$ cat src/rtl/apb4_master_bridge_if.sv
// rtl/apb4_master_bridge_if.sv - command/response port and APB4 bus signals of apb4_master_bridge
interface apb4_master_bridge_if #(
  parameter int DATA_WIDTH = 32,
  parameter int ADDR_WIDTH = 32
);
  localparam int STRB_WIDTH = DATA_WIDTH / 8;

  logic                  cmd_valid;
  logic                  cmd_ready;
  logic                  cmd_write;
  logic [ADDR_WIDTH-1:0] cmd_addr;
  logic [DATA_WIDTH-1:0] cmd_wdata;
  logic [STRB_WIDTH-1:0] cmd_strb;

  logic                  rsp_valid;
  logic [DATA_WIDTH-1:0] rsp_rdata;
  logic                  rsp_err;

  logic [ADDR_WIDTH-1:0] PADDR;
  logic                  PSEL1;
  logic                  PSEL2;
  logic                  PENABLE;
  logic                  PWRITE;
  logic [DATA_WIDTH-1:0] PWDATA;
  logic [STRB_WIDTH-1:0] PSTRB;
  logic                  PREADY1;
  logic                  PREADY2;
  logic [DATA_WIDTH-1:0] PRDATA1;
  logic [DATA_WIDTH-1:0] PRDATA2;
  logic                  PSLVERR1;
  logic                  PSLVERR2;

  modport master (
    input  cmd_valid, cmd_write, cmd_addr, cmd_wdata, cmd_strb,
    output cmd_ready, rsp_valid, rsp_rdata, rsp_err,
    output PADDR, PSEL1, PSEL2, PENABLE, PWRITE, PWDATA, PSTRB,
    input  PREADY1, PREADY2, PRDATA1, PRDATA2, PSLVERR1, PSLVERR2
  );

  modport slave (
    output cmd_valid, cmd_write, cmd_addr, cmd_wdata, cmd_strb,
    input  cmd_ready, rsp_valid, rsp_rdata, rsp_err,
    input  PADDR, PSEL1, PSEL2, PENABLE, PWRITE, PWDATA, PSTRB,
    output PREADY1, PREADY2, PRDATA1, PRDATA2, PSLVERR1, PSLVERR2
  );
endinterface

$ cat src/rtl/apb4_master_bridge.sv
// rtl/apb4_master_bridge.sv - valid/ready command port to APB4 SETUP/ACCESS transfers on two slave selects
// Optional ACCESS timeout is enabled by defining APB4_MST_TIMEOUT_EN.
module apb4_master_bridge #(
  parameter int DATA_WIDTH     = 32,
  parameter int ADDR_WIDTH     = 32,
  parameter int SEL_BIT        = 8,
  parameter int TIMEOUT_CYCLES = 16
) (
  input  logic                 PCLK,
  input  logic                 PRESETn,
  apb4_master_bridge_if.master bus
);
  localparam int STRB_WIDTH = DATA_WIDTH / 8;

  if (((DATA_WIDTH % 8) != 0) || (SEL_BIT >= ADDR_WIDTH) || (TIMEOUT_CYCLES < 1)) begin : g_param_check
    $error("apb4_master_bridge: illegal parameter combination");
  end

  typedef enum logic [1:0] {IDLE, SETUP, ACCESS} state_t;

  state_t                state_q, state_d;
  logic [ADDR_WIDTH-1:0] paddr_q, paddr_d;
  logic                  psel1_q, psel1_d;
  logic                  psel2_q, psel2_d;
  logic                  penable_q, penable_d;
  logic                  pwrite_q, pwrite_d;
  logic [DATA_WIDTH-1:0] pwdata_q, pwdata_d;
  logic [STRB_WIDTH-1:0] pstrb_q, pstrb_d;
  logic                  rsp_valid_q, rsp_valid_d;
  logic [DATA_WIDTH-1:0] rsp_rdata_q, rsp_rdata_d;
  logic                  rsp_err_q, rsp_err_d;

  logic                  cmd_ready;
  logic                  sel_ready;
  logic                  sel_err;
  logic [DATA_WIDTH-1:0] sel_rdata;

`ifdef APB4_MST_TIMEOUT_EN
  localparam int CNT_W = $clog2(TIMEOUT_CYCLES + 1);
  localparam logic [CNT_W-1:0] CNT_LIMIT = CNT_W'(TIMEOUT_CYCLES - 1);
  logic [CNT_W-1:0] acc_cnt_q, acc_cnt_d;
`endif

  assign cmd_ready = (state_q == IDLE) && PRESETn;

  // Only the selected slave is listened to; the other one's PREADY is ignored.
  assign sel_ready = psel2_q ? bus.PREADY2  : bus.PREADY1;
  assign sel_err   = psel2_q ? bus.PSLVERR2 : bus.PSLVERR1;
  assign sel_rdata = psel2_q ? bus.PRDATA2  : bus.PRDATA1;

  always_comb begin
    state_d     = state_q;
    paddr_d     = paddr_q;
    psel1_d     = psel1_q;
    psel2_d     = psel2_q;
    penable_d   = penable_q;
    pwrite_d    = pwrite_q;
    pwdata_d    = pwdata_q;
    pstrb_d     = pstrb_q;
    rsp_valid_d = 1'b0;
    rsp_rdata_d = rsp_rdata_q;
    rsp_err_d   = rsp_err_q;
`ifdef APB4_MST_TIMEOUT_EN
    acc_cnt_d   = acc_cnt_q;
`endif
    unique case (state_q)
      IDLE: begin
        psel1_d   = 1'b0;
        psel2_d   = 1'b0;
        penable_d = 1'b0;
        if (bus.cmd_valid && cmd_ready) begin
          paddr_d  = bus.cmd_addr;
          pwrite_d = bus.cmd_write;
          pwdata_d = bus.cmd_wdata;
          pstrb_d  = bus.cmd_write ? bus.cmd_strb : '0;
          psel1_d  = ~bus.cmd_addr[SEL_BIT];
          psel2_d  = bus.cmd_addr[SEL_BIT];
          state_d  = SETUP;
`ifdef APB4_MST_TIMEOUT_EN
          acc_cnt_d = '0;
`endif
        end
      end
      SETUP: begin
        penable_d = 1'b1;
        state_d   = ACCESS;
      end
      ACCESS: begin
        if (sel_ready) begin
          psel1_d     = 1'b0;
          psel2_d     = 1'b0;
          penable_d   = 1'b0;
          rsp_valid_d = 1'b1;
          rsp_rdata_d = pwrite_q ? '0 : sel_rdata;
          rsp_err_d   = sel_err;
          state_d     = IDLE;
        end
`ifdef APB4_MST_TIMEOUT_EN
        // A PREADY in the last allowed cycle takes the branch above, so the slave wins the tie.
        else if (acc_cnt_q == CNT_LIMIT) begin
          psel1_d     = 1'b0;
          psel2_d     = 1'b0;
          penable_d   = 1'b0;
          rsp_valid_d = 1'b1;
          rsp_rdata_d = '0;
          rsp_err_d   = 1'b1;
          state_d     = IDLE;
        end else begin
          acc_cnt_d = acc_cnt_q + CNT_W'(1);
        end
`endif
      end
      default: state_d = IDLE;
    endcase
  end

  always_ff @(posedge PCLK) begin
    if (!PRESETn) begin
      state_q     <= IDLE;
      paddr_q     <= '0;
      psel1_q     <= 1'b0;
      psel2_q     <= 1'b0;
      penable_q   <= 1'b0;
      pwrite_q    <= 1'b0;
      pwdata_q    <= '0;
      pstrb_q     <= '0;
      rsp_valid_q <= 1'b0;
      rsp_rdata_q <= '0;
      rsp_err_q   <= 1'b0;
`ifdef APB4_MST_TIMEOUT_EN
      acc_cnt_q   <= '0;
`endif
    end else begin
      state_q     <= state_d;
      paddr_q     <= paddr_d;
      psel1_q     <= psel1_d;
      psel2_q     <= psel2_d;
      penable_q   <= penable_d;
      pwrite_q    <= pwrite_d;
      pwdata_q    <= pwdata_d;
      pstrb_q     <= pstrb_d;
      rsp_valid_q <= rsp_valid_d;
      rsp_rdata_q <= rsp_rdata_d;
      rsp_err_q   <= rsp_err_d;
`ifdef APB4_MST_TIMEOUT_EN
      acc_cnt_q   <= acc_cnt_d;
`endif
    end
  end

  assign bus.cmd_ready = cmd_ready;
  assign bus.PADDR     = paddr_q;
  assign bus.PSEL1     = psel1_q;
  assign bus.PSEL2     = psel2_q;
  assign bus.PENABLE   = penable_q;
  assign bus.PWRITE    = pwrite_q;
  assign bus.PWDATA    = pwdata_q;
  assign bus.PSTRB     = pstrb_q;
  assign bus.rsp_valid = rsp_valid_q;
  assign bus.rsp_rdata = rsp_rdata_q;
  assign bus.rsp_err   = rsp_err_q;
endmodule
$ cat src/flat_wrapper.sv
// flat-port wrapper written by rule: the top's interface ports become plain ports
module apb4_master_bridge_flat 
#(
  parameter int DATA_WIDTH     = 32,
  parameter int ADDR_WIDTH     = 32,
  parameter int SEL_BIT        = 8,
  parameter int TIMEOUT_CYCLES = 16
)
  (PCLK, PRESETn, bus_cmd_valid, bus_cmd_write, bus_cmd_addr, bus_cmd_wdata, bus_cmd_strb, bus_cmd_ready, bus_rsp_valid, bus_rsp_rdata, bus_rsp_err, bus_PADDR, bus_PSEL1, bus_PSEL2, bus_PENABLE, bus_PWRITE, bus_PWDATA, bus_PSTRB, bus_PREADY1, bus_PREADY2, bus_PRDATA1, bus_PRDATA2, bus_PSLVERR1, bus_PSLVERR2);
  apb4_master_bridge_if #(.DATA_WIDTH(DATA_WIDTH), .ADDR_WIDTH(ADDR_WIDTH)) bus_i ();
  input  logic PCLK;
  input  logic PRESETn;
  input wire logic [$bits(bus_i.cmd_valid)-1:0] bus_cmd_valid;
  input wire logic [$bits(bus_i.cmd_write)-1:0] bus_cmd_write;
  input wire logic [$bits(bus_i.cmd_addr)-1:0] bus_cmd_addr;
  input wire logic [$bits(bus_i.cmd_wdata)-1:0] bus_cmd_wdata;
  input wire logic [$bits(bus_i.cmd_strb)-1:0] bus_cmd_strb;
  output wire logic [$bits(bus_i.cmd_ready)-1:0] bus_cmd_ready;
  output wire logic [$bits(bus_i.rsp_valid)-1:0] bus_rsp_valid;
  output wire logic [$bits(bus_i.rsp_rdata)-1:0] bus_rsp_rdata;
  output wire logic [$bits(bus_i.rsp_err)-1:0] bus_rsp_err;
  output wire logic [$bits(bus_i.PADDR)-1:0] bus_PADDR;
  output wire logic [$bits(bus_i.PSEL1)-1:0] bus_PSEL1;
  output wire logic [$bits(bus_i.PSEL2)-1:0] bus_PSEL2;
  output wire logic [$bits(bus_i.PENABLE)-1:0] bus_PENABLE;
  output wire logic [$bits(bus_i.PWRITE)-1:0] bus_PWRITE;
  output wire logic [$bits(bus_i.PWDATA)-1:0] bus_PWDATA;
  output wire logic [$bits(bus_i.PSTRB)-1:0] bus_PSTRB;
  input wire logic [$bits(bus_i.PREADY1)-1:0] bus_PREADY1;
  input wire logic [$bits(bus_i.PREADY2)-1:0] bus_PREADY2;
  input wire logic [$bits(bus_i.PRDATA1)-1:0] bus_PRDATA1;
  input wire logic [$bits(bus_i.PRDATA2)-1:0] bus_PRDATA2;
  input wire logic [$bits(bus_i.PSLVERR1)-1:0] bus_PSLVERR1;
  input wire logic [$bits(bus_i.PSLVERR2)-1:0] bus_PSLVERR2;
  assign bus_i.cmd_valid = bus_cmd_valid;
  assign bus_i.cmd_write = bus_cmd_write;
  assign bus_i.cmd_addr = bus_cmd_addr;
  assign bus_i.cmd_wdata = bus_cmd_wdata;
  assign bus_i.cmd_strb = bus_cmd_strb;
  assign bus_cmd_ready = bus_i.cmd_ready;
  assign bus_rsp_valid = bus_i.rsp_valid;
  assign bus_rsp_rdata = bus_i.rsp_rdata;
  assign bus_rsp_err = bus_i.rsp_err;
  assign bus_PADDR = bus_i.PADDR;
  assign bus_PSEL1 = bus_i.PSEL1;
  assign bus_PSEL2 = bus_i.PSEL2;
  assign bus_PENABLE = bus_i.PENABLE;
  assign bus_PWRITE = bus_i.PWRITE;
  assign bus_PWDATA = bus_i.PWDATA;
  assign bus_PSTRB = bus_i.PSTRB;
  assign bus_i.PREADY1 = bus_PREADY1;
  assign bus_i.PREADY2 = bus_PREADY2;
  assign bus_i.PRDATA1 = bus_PRDATA1;
  assign bus_i.PRDATA2 = bus_PRDATA2;
  assign bus_i.PSLVERR1 = bus_PSLVERR1;
  assign bus_i.PSLVERR2 = bus_PSLVERR2;
  apb4_master_bridge #(.DATA_WIDTH(DATA_WIDTH), .ADDR_WIDTH(ADDR_WIDTH), .SEL_BIT(SEL_BIT), .TIMEOUT_CYCLES(TIMEOUT_CYCLES)) u_core (.PCLK(PCLK), .PRESETn(PRESETn), .bus(bus_i));
endmodule
$ cat config.mk
export PLATFORM = sky130hd
export DESIGN_NAME = apb4_master_bridge_flat
export DESIGN_NICKNAME = d
export VERILOG_FILES = /design/src/rtl/apb4_master_bridge_if.sv /design/src/rtl/apb4_master_bridge.sv /design/src/flat_wrapper.sv
export SDC_FILE = /design/constraint.sdc
export NUM_CORES = 1
export LEC_CHECK = 0
export CAP_MARGIN = 10
export CORE_AREA = 5 5 92 94
export DETAILED_ROUTE_END_ITERATION = 10
export DIE_AREA = 0 0 97 99
export DONT_BUFFER_PORTS = 1
export HOLD_SLACK_MARGIN = 0.06
export PLACE_DENSITY = 0.79
export SLEW_MARGIN = 10
export SYNTH_ARGS = -nofsm -noshare
export SYNTH_HDL_FRONTEND = slang
export SYNTH_SLANG_ARGS = --single-unit
$ cat constraint.sdc
create_clock -name PCLK -period 2.1 [get_ports PCLK]
set_input_delay 0.315 -clock PCLK [delete_from_list [all_inputs] [get_ports PCLK]]
set_output_delay 0.315 -clock PCLK [all_outputs]
set_load 0.005 [all_outputs]
### After elaboration in Yosys (flattened, before gate mapping)

Cells that the tools add are included.
W data, S select, Z words.

* equality and inequality tests: 4
* muxes and demuxes: 15
* bitwise operators: 1
* reduce and logical (&&, ||, !) cells: 11

Operators by type and width (number)
* $mux W32: 2
* $reduce_and A2 Y1: 6
* $mux W1: 6
* $pmux W2 S3: 1
* $mux W2: 2
* $mux W4: 1
* $pmux W1 S2: 2
* $pmux W1 S3: 1
* $reduce_bool A3 Y1: 1
* $eq A2 B1 Y1 const B: 1
* $eq A2 B2 Y1 const B: 1
* $logic_and A1 B1 Y1: 2
* $logic_not A2 Y1: 1
* $ne A2 B1 Y1 const B: 1
* $ne A2 B2 Y1 const B: 1
* $reduce_bool A2 Y1: 1
* $not A1 Y1: 1

* flip-flop bits (word level): 108
* bits of input ports: 140
* output and inout bits: 107
* word-level logic and storage cells: 42

### Depth between registers and ports, before layout

* depth after elaboration: 5
* mapped depth: 6
* mapped depth without buffers: 4

### Worst setup path before layout

No wires, ideal clock.

* path type: reg2reg
* start: register u_core.psel2_q, in the netlist u_core.bus.PSEL2
* end: register u_core.rsp_rdata_q[11], in the netlist u_core.bus.rsp_rdata[11]
* library setup time: 0.122 ns
* arrival time: 1.162 ns
* setup slack: 0.816 ns
* stages on the path, launching flop included: 6
* clock period less this slack: 1.284 ns
* path through: dfxtp_1 -> buf_6 -> buf_2 -> mux2_2 -> nand4_1 -> o21ai_0

* cells in the longest elaborated chain, start to end: 2
* elaborated cells between the ends (all ways): 4

RTL lines
* start, declared: RTL line apb4_master_bridge.sv:24 `logic psel2_q, psel2_d;`
* start signal, assigned: RTL line apb4_master_bridge.sv:137 `psel2_q <= psel2_d;`
* $mux W32 / $mux W1 (equally long branches): RTL line apb4_master_bridge.sv:49, apb4_master_bridge.sv:47
* $mux W32 / $reduce_and A2 Y1 (equally long branches)
* end signal, assigned: RTL line apb4_master_bridge.sv:143 `rsp_rdata_q <= rsp_rdata_d;`
* end, declared: RTL line apb4_master_bridge.sv:30 `logic [DATA_WIDTH-1:0] rsp_rdata_q, rsp_rdata_d;`

Parallel ways exist; a longest one is shown, timed or not.
A chain may end at the register's enable or synchronous reset.

### Worst setup path after layout

* start: register u_core.state_q[0]
* end: register u_core.pstrb_q[3], in the netlist u_core.bus.PSTRB[3]

* cells in the longest elaborated chain, start to end: 4

RTL lines
* start, declared: RTL line apb4_master_bridge.sv:21 `state_t state_q, state_d;`
* start signal, assigned: RTL line apb4_master_bridge.sv:134 `state_q <= state_d;`
* $logic_not A2 Y1 (*): RTL line apb4_master_bridge.sv:44, apb4_master_bridge.sv:66
* $logic_and A1 B1 Y1: RTL line apb4_master_bridge.sv:44 `assign cmd_ready = (state_q == IDLE) && PRESETn;`
* $logic_and A1 B1 Y1: RTL line apb4_master_bridge.sv:71 `if (bus.cmd_valid && cmd_ready) begin`
* $reduce_and A2 Y1 (no line) (*)
* end signal, assigned: RTL line apb4_master_bridge.sv:141 `pstrb_q <= pstrb_d;`
* end, declared: RTL line apb4_master_bridge.sv:28 `logic [STRB_WIDTH-1:0] pstrb_q, pstrb_d;`

Every way passes the cells marked *; elsewhere a longest branch is shown, timed or not.

==> reports/metrics.yaml <==
die:
  die_w_um: 97
  die-area_mm2: 0.00960
  rows: 32
  initial_core_util_pct: 56.9
  die_h_um: 99
  core-area_mm2: 0.00757
  ioPinCount: 247
worst_setup_path:
  reg2reg_to: "u_core.bus.PSTRB[3]"
  crit_type: "reg -> reg"
  cp.required_ns: 2.38
  r2r_start: "u_core.state_q[0]"
  critPathArrivalTime_ns: 2.01
  start_kind: "flop"
  critPathMaxFanout: 67
  rrSetupSlack_ns: 0.38
  ff2ff_path_depth: 5
  cp-end-kind: "flop"
yosys:
  synth_warnings: 0
  synth_area_leader_cell: "dfxtp_1"
  netlist_top_cells_count: "166 x nand2_1, 108 x dfxtp_1, 69 x nand3_1"
  syn_area_mm2: 0.00430
  synth_compound_area_share_pct: 5.82
  synth.area.top_cells: "dfxtp_1 50%, nand2_1 14%, mux2_2 8.4%"
  syn_nets: 654
  synth_top_area_share_pct: 50.2
  synth.most_common_cell: "nand2_1"
  synth_seq_cells: 108
  ys_types: 27
  synth_top_family_by_area: "simple AND/OR/NAND/NOR gates"
  async_flop_share_pct: 0
  syn_inst: 514
  synth_edf_count: 0
  synth-adder-area-share_pct: 0
  synth-seq-area-share_pct: 50.2
  synthSimpleGateAreaFrac_pct: 29.0
  synth_xor_area_share_pct: 0
  synth_area_per_cell_um2: 8.37
  synth.area.mux_share_pct: 9.19
  synth_ff_type: "dfxtp_1"
global_route:
  antenna_found_initial: 0
  globalRouteTotalUtil_pct: 25.2
  grt_pass1_vias: 3745
  overflow: 0
  grt_first_pass_wirelength_um: 19700
  grt_max_degree: 112
flow_run:
  maxCapViolations: 0
clock_network:
  root_buffer: "clkbuf_8"
  cts.clk_slew.worst_paths_ns: 0.10
  ctsHtreeMaxLevel: 3
  clk-insertion-delay-late_ns: 0.35
  cts_tree: "done"
  cts_buffers: 9
  cts_max_path_buffers: 2
  cts_sinks: 108
layout:
  area_growth_pct: 16.6
  fillCellCount: 553
  nNetsFinal: 684
  drive_gt1_share_pct: 10.4
  num_antenna_cells: 0
timing:
  worst_pin_slew_ns: 0.714
  post-route-period-util_pct: 82.1
  finalSetupTns_ns: 0
  fin_crit_ns: 1.72
  slew_violations: 0
  worst_slack_ns: 0.376
  fmax_ghz: 0.580
  clock_skew_ns: 0.0110
  max-slew-margin-rel_pct: 52.4
  final_hold_viol_count: 0
  rsz0062_at_grt: "no"
  finalSetupViolCount: 0
worst_hold_path:
  hp-class: "in -> reg"
  hp-start: "bus_cmd_wdata[26]"
  whs_endpoint: "u_core.bus.PWDATA[26]"
  min_path_cells: 2
routing:
  vias: 3802
  first_iter_violations: 153
  drc: 0
  ant_nets: 0
  first_pass_iters: 5
  wire_per_inst_um: 19.3
  viasPerCell: 5.84
  wl_um: 12600
power_and_ir_drop:
  p_per_area_mw_per_mm2: 751
  p_leak_nw: 2.05
  irDropWorstVdd_mv: 0.502
place:
  dp.final_hpwl_um: 8030
  place_ws_ns: 0.193
  io_buffer_count: 0
  routabilityCongestion: 0.784
outcome:
  status: "completed"
==> timing repair <==
item / in CTS / in global routing
setup buffers: 0 / 0
hold buffers: 58 / 1
endpoints found under the setup margin: 0 / 3
resized for setup: 0 / 1
hold endpoints to repair: 58 / 1
==> cell usage in the layout, fill, tap and decap left out, types with 2 or more instances in the layout <==
cell type,synthesis,final
nand2b_1,2,2
clkinvlp_4,0,4
clkbuf_8,0,9
o21ai_1,20,20
nand4_1,33,33
clkbuf_1,12,2
a21boi_1,7,7
nand3_1,69,69
nor2b_2,0,2
nand2_1,166,166
mux2_2,32,32
mux2i_1,2,2
dfxtp_1,108,108
dlygate4sd3_1,0,59
buf_4,4,5
o21ai_0,15,15
==> metrics by stage <==
| step | power, W | util (%) | cell area, um^2 | cells | hold slack [ns] |
|---|---|---|---|---|---|
| after global placement | 0.00258 | 56.2 | 4250 | 576 | 0.415 |
| after detailed placement | 0.00260 | 56.2 | 4250 | 576 | 0.419 |
| final | 0.00376 | 66.3 | 5020 | 651 | 0.0766 |
| after floorplan | 0.00256 | - | 4300 | 514 | 0.414 |
| after global routing | 0.00394 | 66.3 | 5020 | 651 | 0.0637 |
| after CTS | 0.00378 | 66.1 | 5000 | 650 | 0.0602 |
==> sequential cells by signal, indices dropped and copies added, names as in the netlist <==
| name | cells |
|---|---|
| u_core.bus.PADDR | 32 |
| u_core.bus.PENABLE | 1 |
| u_core.bus.PSEL1 | 1 |
| u_core.bus.PSEL2 | 1 |
| u_core.bus.PSTRB | 4 |
| u_core.bus.PWDATA | 32 |
| u_core.bus.PWRITE | 1 |
| u_core.bus.rsp_err | 1 |
| u_core.bus.rsp_rdata | 32 |
| u_core.bus.rsp_valid | 1 |
| u_core.state_q | 2 |
==> final cells by class <==
class / instances / area, um^2 / share of cell area (%)
Sequential cell: 108 / 2160 / 43.1
Multi-Input combinational cell: 359 / 1920 / 38.3
Timing Repair Buffer: 64 / 628 / 12.5
Clock buffer: 11 / 131 / 2.62
Tap cell: 102 / 128 / 2.54
Clock inverter: 5 / 38.8 / 0.773
Inverter: 2 / 8.76 / 0.175
==> logic make-up after synthesis <==
logic type             Yosys count
AO/OA/AOI/OAI                   45
buffers and inverters           47
flip-flops                     108
multiplexers                    35
AND/OR/NAND/NOR                279
==> critical path, cell delays in order (launching register included) <==
cell	delay, ns
dfxtp_1	0.40
nand4bb_4	0.26
clkinv_2	0.08
buf_4	0.52
nand3_1	0.18
a21boi_1	0.17
==> routing by layer <==
metal	vias to the layer above	wire, um	global-route usage [%]
met1	1758	4460	27.2
met5	-	0	0
met3	12	1560	12.4
met2	245	6430	43.9
li1	1787	-	-
met4	0	137	6.91
==> how the worst max path moves through the flow <==
| stage | from | to | cells after the start |
|---|---|---|---|
| global placement | u_core.state_q[0] | u_core.bus.rsp_rdata[1] | 3 |
| global route | u_core.state_q[0] | u_core.bus.PSTRB[3] | 5 |
| detailed placement | u_core.state_q[1] | u_core.bus.rsp_rdata[13] | 3 |
| finish | u_core.state_q[0] | u_core.bus.PSTRB[3] | 5 |
| CTS | u_core.state_q[1] | u_core.bus.rsp_rdata[13] | 3 |
| floorplan | u_core.bus.PSEL2 | u_core.bus.rsp_rdata[11] | 5 |
==> power by group <==
part / switching [W] / internal, W / total [W]
Clock: 0.000675 / 0.000435 / 0.00111
Sequential: 0.000107 / 0.00217 / 0.00227
Combinational: 0.000197 / 0.000184 / 0.000380
(Power assumes the default switching activity.)
